File: config.mk
export PLATFORM = sky130hd
export DESIGN_NAME = calc_port_sequencer_flat
export DESIGN_NICKNAME = d
export VERILOG_FILES = /design/src/rtl/calc_port_sequencer_if.sv /design/src/rtl/calc_port_sequencer.sv /design/src/flat_wrapper.sv
export SDC_FILE = /design/constraint.sdc
export NUM_CORES = 2
export LEC_CHECK = 0
export ABC_AREA = 0
export BUFFER_PORTS_ARGS = -buffer_cell sky130_fd_sc_hd__buf_4
export CAP_MARGIN = 20
export CORE_ASPECT_RATIO = 0.5
export CORE_MARGIN = 2
export CORE_UTILIZATION = 50
export CTS_CLUSTER_DIAMETER = 200
export DETAILED_ROUTE_END_ITERATION = 12
export GPL_TIMING_DRIVEN = 0
export PLACE_DENSITY = 0.73
export SYNTH_ARGS = -nofsm -noshare
export SYNTH_HDL_FRONTEND = slang
export SYNTH_SLANG_ARGS = --single-unit
File: constraint.sdc
create_clock -name c_clk -period 3.35 [get_ports c_clk]
set_input_delay 0.335 -clock c_clk [delete_from_list [all_inputs] [get_ports c_clk]]
set_output_delay 0.335 -clock c_clk [all_outputs]
set_load 0.01 [all_outputs]
File: src/rtl/calc_port_sequencer_if.sv
// Bundle between the calc_port_sequencer, its transaction source and the calc2 DUT pins.
// master = bench/DUT side, slave = sequencer side.
interface calc_port_sequencer_if #(
    parameter int NPORTS = 4,
    parameter int DATA_W = 32,
    parameter int CMD_W  = 4,
    parameter int TAG_W  = 2
);
    logic [NPORTS-1:0]          enq_valid;
    logic [NPORTS-1:0]          enq_ready;
    logic [NPORTS*CMD_W-1:0]    enq_cmd;
    logic [NPORTS*DATA_W-1:0]   enq_op1;
    logic [NPORTS*DATA_W-1:0]   enq_op2;
    logic [NPORTS*CMD_W-1:0]    req_cmd_out;
    logic [NPORTS*DATA_W-1:0]   req_data_out;
    logic [NPORTS*TAG_W-1:0]    req_tag_out;
    logic [NPORTS*2-1:0]        resp_in;
    logic [NPORTS*DATA_W-1:0]   resp_data_in;
    logic [NPORTS*TAG_W-1:0]    resp_tag_in;
    logic [NPORTS-1:0]          done_valid;
    logic [NPORTS*2-1:0]        done_resp;
    logic [NPORTS*DATA_W-1:0]   done_data;
    logic [NPORTS*TAG_W-1:0]    done_tag;
    logic [NPORTS*(TAG_W+1)-1:0] outstanding;
    logic [NPORTS-1:0]          timeout_err;
    logic [NPORTS-1:0]          spurious_err;

    modport master (
        output enq_valid, enq_cmd, enq_op1, enq_op2,
        output resp_in, resp_data_in, resp_tag_in,
        input  enq_ready, req_cmd_out, req_data_out, req_tag_out,
        input  done_valid, done_resp, done_data, done_tag,
        input  outstanding, timeout_err, spurious_err
    );

    modport slave (
        input  enq_valid, enq_cmd, enq_op1, enq_op2,
        input  resp_in, resp_data_in, resp_tag_in,
        output enq_ready, req_cmd_out, req_data_out, req_tag_out,
        output done_valid, done_resp, done_data, done_tag,
        output outstanding, timeout_err, spurious_err
    );
endinterface

File: src/rtl/calc_port_sequencer.sv
// Per-port request FIFO + two-cycle cmd/operand issuer for calc2,
// with automatic tag allocation, completion return and error flags.
module calc_port_sequencer #(
    parameter int NPORTS  = 4,
    parameter int DATA_W  = 32,
    parameter int CMD_W   = 4,
    parameter int TAG_W   = 2,
    parameter int DEPTH   = 4,
    parameter int TIMEOUT = 1023
) (
    input  logic                  c_clk,
    input  logic                  reset,
    calc_port_sequencer_if.slave  bus
);
    localparam int NTAG = 2 ** TAG_W;
    localparam int PW   = $clog2(DEPTH);
    localparam int TW   = $clog2(TIMEOUT + 1);
    localparam int EW   = CMD_W + 2 * DATA_W;
    localparam int OW   = TAG_W + 1;

    typedef enum logic [1:0] {S_IDLE, S_OP1, S_OP2} state_e;

    state_e            state_q [NPORTS];
    logic [EW-1:0]     mem_q   [NPORTS][DEPTH];
    logic [PW-1:0]     wptr_q  [NPORTS];
    logic [PW-1:0]     rptr_q  [NPORTS];
    logic [PW:0]       cnt_q   [NPORTS];
    logic [NTAG-1:0]   busy_q  [NPORTS];
    logic [NTAG-1:0]   busy_d  [NPORTS];
    logic [TW-1:0]     tmo_q   [NPORTS];
    logic [TW-1:0]     tmo_d   [NPORTS];
    logic [DATA_W-1:0] op2_q   [NPORTS];

    logic [NPORTS*CMD_W-1:0]  req_cmd_q;
    logic [NPORTS*DATA_W-1:0] req_data_q;
    logic [NPORTS*TAG_W-1:0]  req_tag_q;
    logic [NPORTS-1:0]        done_valid_q;
    logic [NPORTS*2-1:0]      done_resp_q;
    logic [NPORTS*DATA_W-1:0] done_data_q;
    logic [NPORTS*TAG_W-1:0]  done_tag_q;
    logic [NPORTS*OW-1:0]     outst_q;
    logic [NPORTS-1:0]        tmo_err_q;
    logic [NPORTS-1:0]        spur_err_q;

    logic [NPORTS-1:0] full_w;
    logic [NPORTS-1:0] push_w;
    logic [NPORTS-1:0] issue_w;
    logic [NPORTS-1:0] hit_w;
    logic [NPORTS-1:0] spur_w;
    logic [NPORTS-1:0] fire_w;
    logic [NPORTS-1:0] has_free_w;
    logic [TAG_W-1:0]  free_w [NPORTS];
    logic [TAG_W-1:0]  rtag_w [NPORTS];
    logic [1:0]        rsp_w  [NPORTS];
    logic [EW-1:0]     head_w [NPORTS];
    logic [OW-1:0]     pcnt_w [NPORTS];

    always_comb begin
        for (int p = 0; p < NPORTS; p++) begin
            full_w[p]  = cnt_q[p] == (PW+1)'(DEPTH);
            push_w[p]  = bus.enq_valid[p] && !full_w[p];
            head_w[p]  = mem_q[p][rptr_q[p]];
            rsp_w[p]   = bus.resp_in[p*2 +: 2];
            rtag_w[p]  = bus.resp_tag_in[p*TAG_W +: TAG_W];
            has_free_w[p] = 1'b0;
            free_w[p]     = '0;
            // Descending scan so the lowest free tag is the last written.
            for (int t = NTAG - 1; t >= 0; t--) begin
                if (!busy_q[p][t]) begin
                    has_free_w[p] = 1'b1;
                    free_w[p]     = TAG_W'(t);
                end
            end
            issue_w[p] = (state_q[p] != S_OP1) && (cnt_q[p] != '0)
                         && has_free_w[p];
            hit_w[p]   = (rsp_w[p] != 2'b0) && busy_q[p][rtag_w[p]];
            spur_w[p]  = (rsp_w[p] != 2'b0) && !busy_q[p][rtag_w[p]];
            fire_w[p]  = 1'b0;
            tmo_d[p]   = '0;
            if ((busy_q[p] != '0) && (rsp_w[p] == 2'b0)) begin
                if (tmo_q[p] >= TW'(TIMEOUT - 1)) fire_w[p] = 1'b1;
                else tmo_d[p] = tmo_q[p] + TW'(1);
            end
            // A fresh allocation wins over a same-edge clear.
            busy_d[p] = busy_q[p];
            if (hit_w[p]) busy_d[p][rtag_w[p]] = 1'b0;
            if (fire_w[p]) busy_d[p] = '0;
            if (issue_w[p]) busy_d[p][free_w[p]] = 1'b1;
            pcnt_w[p] = '0;
            for (int t = 0; t < NTAG; t++) begin
                pcnt_w[p] = pcnt_w[p] + OW'(busy_d[p][t]);
            end
        end
    end

    always_ff @(posedge c_clk) begin
        if (reset) begin
            for (int p = 0; p < NPORTS; p++) begin
                state_q[p] <= S_IDLE;
                wptr_q[p]  <= '0;
                rptr_q[p]  <= '0;
                cnt_q[p]   <= '0;
                busy_q[p]  <= '0;
                tmo_q[p]   <= '0;
                op2_q[p]   <= '0;
            end
            req_cmd_q    <= '0;
            req_data_q   <= '0;
            req_tag_q    <= '0;
            done_valid_q <= '0;
            done_resp_q  <= '0;
            done_data_q  <= '0;
            done_tag_q   <= '0;
            outst_q      <= '0;
            tmo_err_q    <= '0;
            spur_err_q   <= '0;
        end else begin
            for (int p = 0; p < NPORTS; p++) begin
                if (push_w[p]) begin
                    mem_q[p][wptr_q[p]] <= {bus.enq_cmd[p*CMD_W +: CMD_W],
                                            bus.enq_op1[p*DATA_W +: DATA_W],
                                            bus.enq_op2[p*DATA_W +: DATA_W]};
                    wptr_q[p] <= wptr_q[p] + PW'(1);
                end
                if (issue_w[p]) rptr_q[p] <= rptr_q[p] + PW'(1);
                cnt_q[p]  <= cnt_q[p] + (PW+1)'(push_w[p])
                             - (PW+1)'(issue_w[p]);
                busy_q[p] <= busy_d[p];
                tmo_q[p]  <= tmo_d[p];
                outst_q[p*OW +: OW] <= pcnt_w[p];
                done_valid_q[p] <= hit_w[p];
                if (hit_w[p]) begin
                    done_resp_q[p*2 +: 2]           <= rsp_w[p];
                    done_data_q[p*DATA_W +: DATA_W] <= bus.resp_data_in[p*DATA_W +: DATA_W];
                    done_tag_q[p*TAG_W +: TAG_W]    <= rtag_w[p];
                end
                if (spur_w[p]) spur_err_q[p] <= 1'b1;
                if (fire_w[p]) tmo_err_q[p] <= 1'b1;
                unique case (1'b1)
                    issue_w[p]: begin
                        state_q[p] <= S_OP1;
                        req_cmd_q[p*CMD_W +: CMD_W]    <= head_w[p][EW-1 -: CMD_W];
                        req_data_q[p*DATA_W +: DATA_W] <= head_w[p][2*DATA_W-1 -: DATA_W];
                        req_tag_q[p*TAG_W +: TAG_W]    <= free_w[p];
                        op2_q[p] <= head_w[p][DATA_W-1:0];
                    end
                    (state_q[p] == S_OP1): begin
                        state_q[p] <= S_OP2;
                        req_cmd_q[p*CMD_W +: CMD_W]    <= '0;
                        req_data_q[p*DATA_W +: DATA_W] <= op2_q[p];
                        req_tag_q[p*TAG_W +: TAG_W]    <= '0;
                    end
                    default: begin
                        state_q[p] <= S_IDLE;
                        req_cmd_q[p*CMD_W +: CMD_W]    <= '0;
                        req_data_q[p*DATA_W +: DATA_W] <= '0;
                        req_tag_q[p*TAG_W +: TAG_W]    <= '0;
                    end
                endcase
            end
        end
    end

    assign bus.enq_ready    = ~full_w;
    assign bus.req_cmd_out  = req_cmd_q;
    assign bus.req_data_out = req_data_q;
    assign bus.req_tag_out  = req_tag_q;
    assign bus.done_valid   = done_valid_q;
    assign bus.done_resp    = done_resp_q;
    assign bus.done_data    = done_data_q;
    assign bus.done_tag     = done_tag_q;
    assign bus.outstanding  = outst_q;
    assign bus.timeout_err  = tmo_err_q;
    assign bus.spurious_err = spur_err_q;
endmodule

File: src/flat_wrapper.sv
// flat-port wrapper written by rule: the top's interface ports become plain ports
module calc_port_sequencer_flat 
#(
    parameter int NPORTS  = 4,
    parameter int DATA_W  = 32,
    parameter int CMD_W   = 4,
    parameter int TAG_W   = 2,
    parameter int DEPTH   = 4,
    parameter int TIMEOUT = 1023
)
  (c_clk, reset, bus_enq_valid, bus_enq_cmd, bus_enq_op1, bus_enq_op2, bus_resp_in, bus_resp_data_in, bus_resp_tag_in, bus_enq_ready, bus_req_cmd_out, bus_req_data_out, bus_req_tag_out, bus_done_valid, bus_done_resp, bus_done_data, bus_done_tag, bus_outstanding, bus_timeout_err, bus_spurious_err);
  calc_port_sequencer_if #(.NPORTS(NPORTS), .DATA_W(DATA_W), .CMD_W(CMD_W), .TAG_W(TAG_W)) bus_i ();
  input  logic c_clk;
  input  logic reset;
  input wire logic [$bits(bus_i.enq_valid)-1:0] bus_enq_valid;
  input wire logic [$bits(bus_i.enq_cmd)-1:0] bus_enq_cmd;
  input wire logic [$bits(bus_i.enq_op1)-1:0] bus_enq_op1;
  input wire logic [$bits(bus_i.enq_op2)-1:0] bus_enq_op2;
  input wire logic [$bits(bus_i.resp_in)-1:0] bus_resp_in;
  input wire logic [$bits(bus_i.resp_data_in)-1:0] bus_resp_data_in;
  input wire logic [$bits(bus_i.resp_tag_in)-1:0] bus_resp_tag_in;
  output wire logic [$bits(bus_i.enq_ready)-1:0] bus_enq_ready;
  output wire logic [$bits(bus_i.req_cmd_out)-1:0] bus_req_cmd_out;
  output wire logic [$bits(bus_i.req_data_out)-1:0] bus_req_data_out;
  output wire logic [$bits(bus_i.req_tag_out)-1:0] bus_req_tag_out;
  output wire logic [$bits(bus_i.done_valid)-1:0] bus_done_valid;
  output wire logic [$bits(bus_i.done_resp)-1:0] bus_done_resp;
  output wire logic [$bits(bus_i.done_data)-1:0] bus_done_data;
  output wire logic [$bits(bus_i.done_tag)-1:0] bus_done_tag;
  output wire logic [$bits(bus_i.outstanding)-1:0] bus_outstanding;
  output wire logic [$bits(bus_i.timeout_err)-1:0] bus_timeout_err;
  output wire logic [$bits(bus_i.spurious_err)-1:0] bus_spurious_err;
  assign bus_i.enq_valid = bus_enq_valid;
  assign bus_i.enq_cmd = bus_enq_cmd;
  assign bus_i.enq_op1 = bus_enq_op1;
  assign bus_i.enq_op2 = bus_enq_op2;
  assign bus_i.resp_in = bus_resp_in;
  assign bus_i.resp_data_in = bus_resp_data_in;
  assign bus_i.resp_tag_in = bus_resp_tag_in;
  assign bus_enq_ready = bus_i.enq_ready;
  assign bus_req_cmd_out = bus_i.req_cmd_out;
  assign bus_req_data_out = bus_i.req_data_out;
  assign bus_req_tag_out = bus_i.req_tag_out;
  assign bus_done_valid = bus_i.done_valid;
  assign bus_done_resp = bus_i.done_resp;
  assign bus_done_data = bus_i.done_data;
  assign bus_done_tag = bus_i.done_tag;
  assign bus_outstanding = bus_i.outstanding;
  assign bus_timeout_err = bus_i.timeout_err;
  assign bus_spurious_err = bus_i.spurious_err;
  calc_port_sequencer #(.NPORTS(NPORTS), .DATA_W(DATA_W), .CMD_W(CMD_W), .TAG_W(TAG_W), .DEPTH(DEPTH), .TIMEOUT(TIMEOUT)) u_core (.c_clk(c_clk), .reset(reset), .bus(bus_i));
endmodule
==> results_dict.tcl <==
set metrics [dict create \
    fin_hold_ws_ns 0.0766 \
    drive_gt1_share_pct 29.7 \
    maxSlewHeadroom_pct 28.3 \
    min_from "bus_enq_valid[1]" \
    port_buffers 744 \
    crit_buf_inv 0 \
    clock_skew_ns 0.0285 \
    startpoint "u_core.tmo_q[1][1]" \
    avgViaCountPerCell 5.42 \
    rows 89 \
    place.gp.congestion 1.04 \
    cts_root_buffer "clkbuf_16" \
    clk_latency_ns 0.78 \
    post_cts_resized 0 \
    grt.total_usage_pct 26.6 \
    status "finished, final reports clean" \
    crit_arrival_ns 3.61 \
    place_inst 5612 \
    die_width_um 490 \
    period_share_pct 88.9 \
    ys_top_cells_by_count "edfxtp_1 (1240), dfxtp_1 (388), nand2_1 (315)" \
    nNetsFinal 5062 \
    clk_transition_reported_paths_ns 0.07 \
    synth_simple_gate_area_share_pct 5.85 \
    start_util_pct 50.2 \
    vias 34300 \
    drt-initial-drc-count 2866 \
    avgSynthCellArea_um2 18.2 \
    grt_pass1_vias 34900 \
    utilization_pct 64.9 \
    fin_cells 6334 \
    min_period_ns 2.98 \
    syn_inst 3249 \
    grt_remaining_overflow 0 \
    cts_sinks 1628 \
    r2r_start "u_core.tmo_q[1][1]" \
    synth_compound_gate_area_share_pct 4.00 \
    place_area_mm2 0.0673 \
    ys_top_cells_by_area "edfxtp_1 (63%), dfxtp_1 (13%), mux4_2 (11%)" \
    critPathTopFamily "adder cells" \
    worst_pin_slew_ns 1.07 \
    crit_type "register to register" \
    final_hold_viol_count 0 \
    synth_top_area_share_pct 63.0 \
    setup_viol_count_final 0 \
    stdcell_area_mm2 0.0763 \
    n_fill_cell 8197 \
    post-synth-top-count-cell "edfxtp_1" \
    drt_wl_total_um 163000 \
    grt_pass1_wl_um 235000 \
    grt_max_degree 54 \
    place_hpwl_um 113000 \
    yosysWarnings 0 \
    critPathLaunchType "register" \
    crit_slowest_cell "nor4_1" \
    coreArea_mm2 0.118 \
    drcViolationCount 0 \
    netlist_area_mm2 0.0591 \
    dpl_worst_slack_ns 0.207 \
    clockBufferDepth 3 \
    cp-end-kind "register" \
    ioPinCount 746 \
    rsz0062_at_grt "false" \
    synth_top_family_by_area "multiplexers" \
    synthAdderAreaFrac_pct 1.12 \
    synth-async-reset-ratio_pct 0 \
    dr.pass1.iters 5 \
    htree_levels 4 \
    drv_slew 0 \
    yosysSeqAreaShare_pct 76.2 \
    max_stage_delay_ns 0.81 \
    synth-edff-count 1240 \
    die-area_mm2 0.121 \
    pwr_density_cell_mw_per_mm2 700 \
    synth_ff_type "edfxtp_1" \
    max_freq_ghz 0.336 \
    crit_top_cell "ha_1" \
    ir_worst_vdd_v 0.000507 \
    routedWlPerCell_um 25.7 \
    drv_cap 0 \
    crit_fanout 5 \
    cts_buffers 142 \
    yosys.area.top_type "edfxtp_1" \
    antenna_found_initial 31 \
    synthXorXnorAreaFrac_pct 0.593 \
    required_ns 3.98 \
    muxShareOfSynthArea_pct 10.5 \
    fin_ws_ns 0.370 \
    die-height_um 247 \
    synth-seq-cells 1628 \
    hp-class "input port to register" \
    cts_tree "yes" \
    path_cells "ha_1, o2111ai_1, nor4_1, o32ai_1, ha_1, fa_1, ha_1, nor2b_1" \
    ant_nets 0 \
    flow.area_growth_from_synthesis_pct 29.1 \
    p_leak_uw 0.0272 \
    ys_types 67 \
]
[area by class of cell]
class / instances / area [um2] / share of cell area (%)
sequential: 1628 / 45000 / 59.0
multi-input combinational: 1420 / 13100 / 17.2
timing repair buffer: 1192 / 10400 / 13.6
clock buffer: 200 / 3940 / 5.17
tap: 1592 / 1990 / 2.61
buffer: 164 / 855 / 1.12
clock inverter: 65 / 721 / 0.945
inverter: 44 / 165 / 0.217
antenna: 29 / 72.6 / 0.0951
[power breakdown]
group | internal (uW) | switching [uW] | total (uW)
combinational | 5750 | 6060 | 11800
clock | 8910 | 7520 | 16400
sequential | 24300 | 897 | 25200
[flip-flops by register name, summed over array words and instances, names as in the netlist, 12 cells and up]
register	cells
u_core.mem_q	1088
u_core.bus.done_data	128
u_core.bus.req_data_out	128
u_core.op2_q	128
u_core.tmo_q	40
u_core.bus.req_cmd_out	16
u_core.busy_q	16
u_core.bus.outstanding	12
u_core.cnt_q	12
[path summary, 6_finish.rpt]
| path | endpoint | slack [ns] | depth (start not counted) |
|---|---|---|---|
| setup / recovery | u_core.bus.outstanding[4] | 0.37 | 8 |
| hold / removal | u_core.wptr_q[1][1] | 0.08 | 3 |
| setup reg to reg | u_core.bus.outstanding[4] | 0.37 | 8 |
| hold reg to reg | u_core.bus.done_data[122] | 0.46 | 2 |
[cells in the final DEF (no fill, tap or decap), types with 10 or more instances in the layout]
cell           synthesis  final
clkbuf_8               0     15
nand2_1              315    312
a22o_1               128    128
edfxtp_1            1240   1240
xnor2_1               16     16
diode_2                0     29
xor2_1                24     24
buf_6                 16     16
clkinv_1               2     12
nand4_1               17     17
nor2b_1              128    128
dfxtp_1              388    388
ha_1                  40     40
a21oi_1              139    139
buf_4                  8    752
and2_1                58     42
buf_16                 0     17
dlygate4sd3_1          0    428
and2_4                 1     17
nor3_1                11     11
clkbuf_1              76    118
buf_2                 58     58
clkinv_2               0     26
inv_1                 41     41
nor2_1                96     96
nand2b_1              10     10
nand2_2               11     14
clkbuf_16              0    143
nand3_1               20     20
mux4_2               276    276
a21oi_2               11     11
[worst min-delay path: stages]
cell and delay [ns]:
buf_4 0.08, nand2_1 0.13, nand2_1 0.15
[repair_timing]
action	CTS	global route
hold buffers	428	0
buffers inserted	0	0
endpoints found under the hold margin	1248	0
[cells by family (layout without fill, tap and decap cells)]
| family | after synthesis | after routing |
|---|---|---|
| multiplexers | 276 | 276 |
| XOR/XNOR | 40 | 40 |
| AND/OR/NAND/NOR | 713 | 713 |
| buffers and inverters | 208 | 1665 |
| AO/OA/AOI/OAI | 335 | 335 |
| flip-flops | 1628 | 1628 |
| other | 1 | 37 |
| adder cells (fa/ha/maj) | 48 | 48 |
[metrics by stage]
stage,total power [uW],setup TNS [ns]
final,53400,0
after global routing,55500,0
after CTS,53800,0
after detailed placement,37000,0
after global placement,36600,-1498.83
after floorplan,32300,0
[routing by layer]
metal	global-route usage, %	vias up	routed length, um
met5	0	-	41
met4	9.48	6	5130
met3	3.75	263	7990
met2	45.2	1159	82900
met1	35.5	17700	66600
li1	-	15200	-
Note: power is estimated with default switching activity, not from simulation.
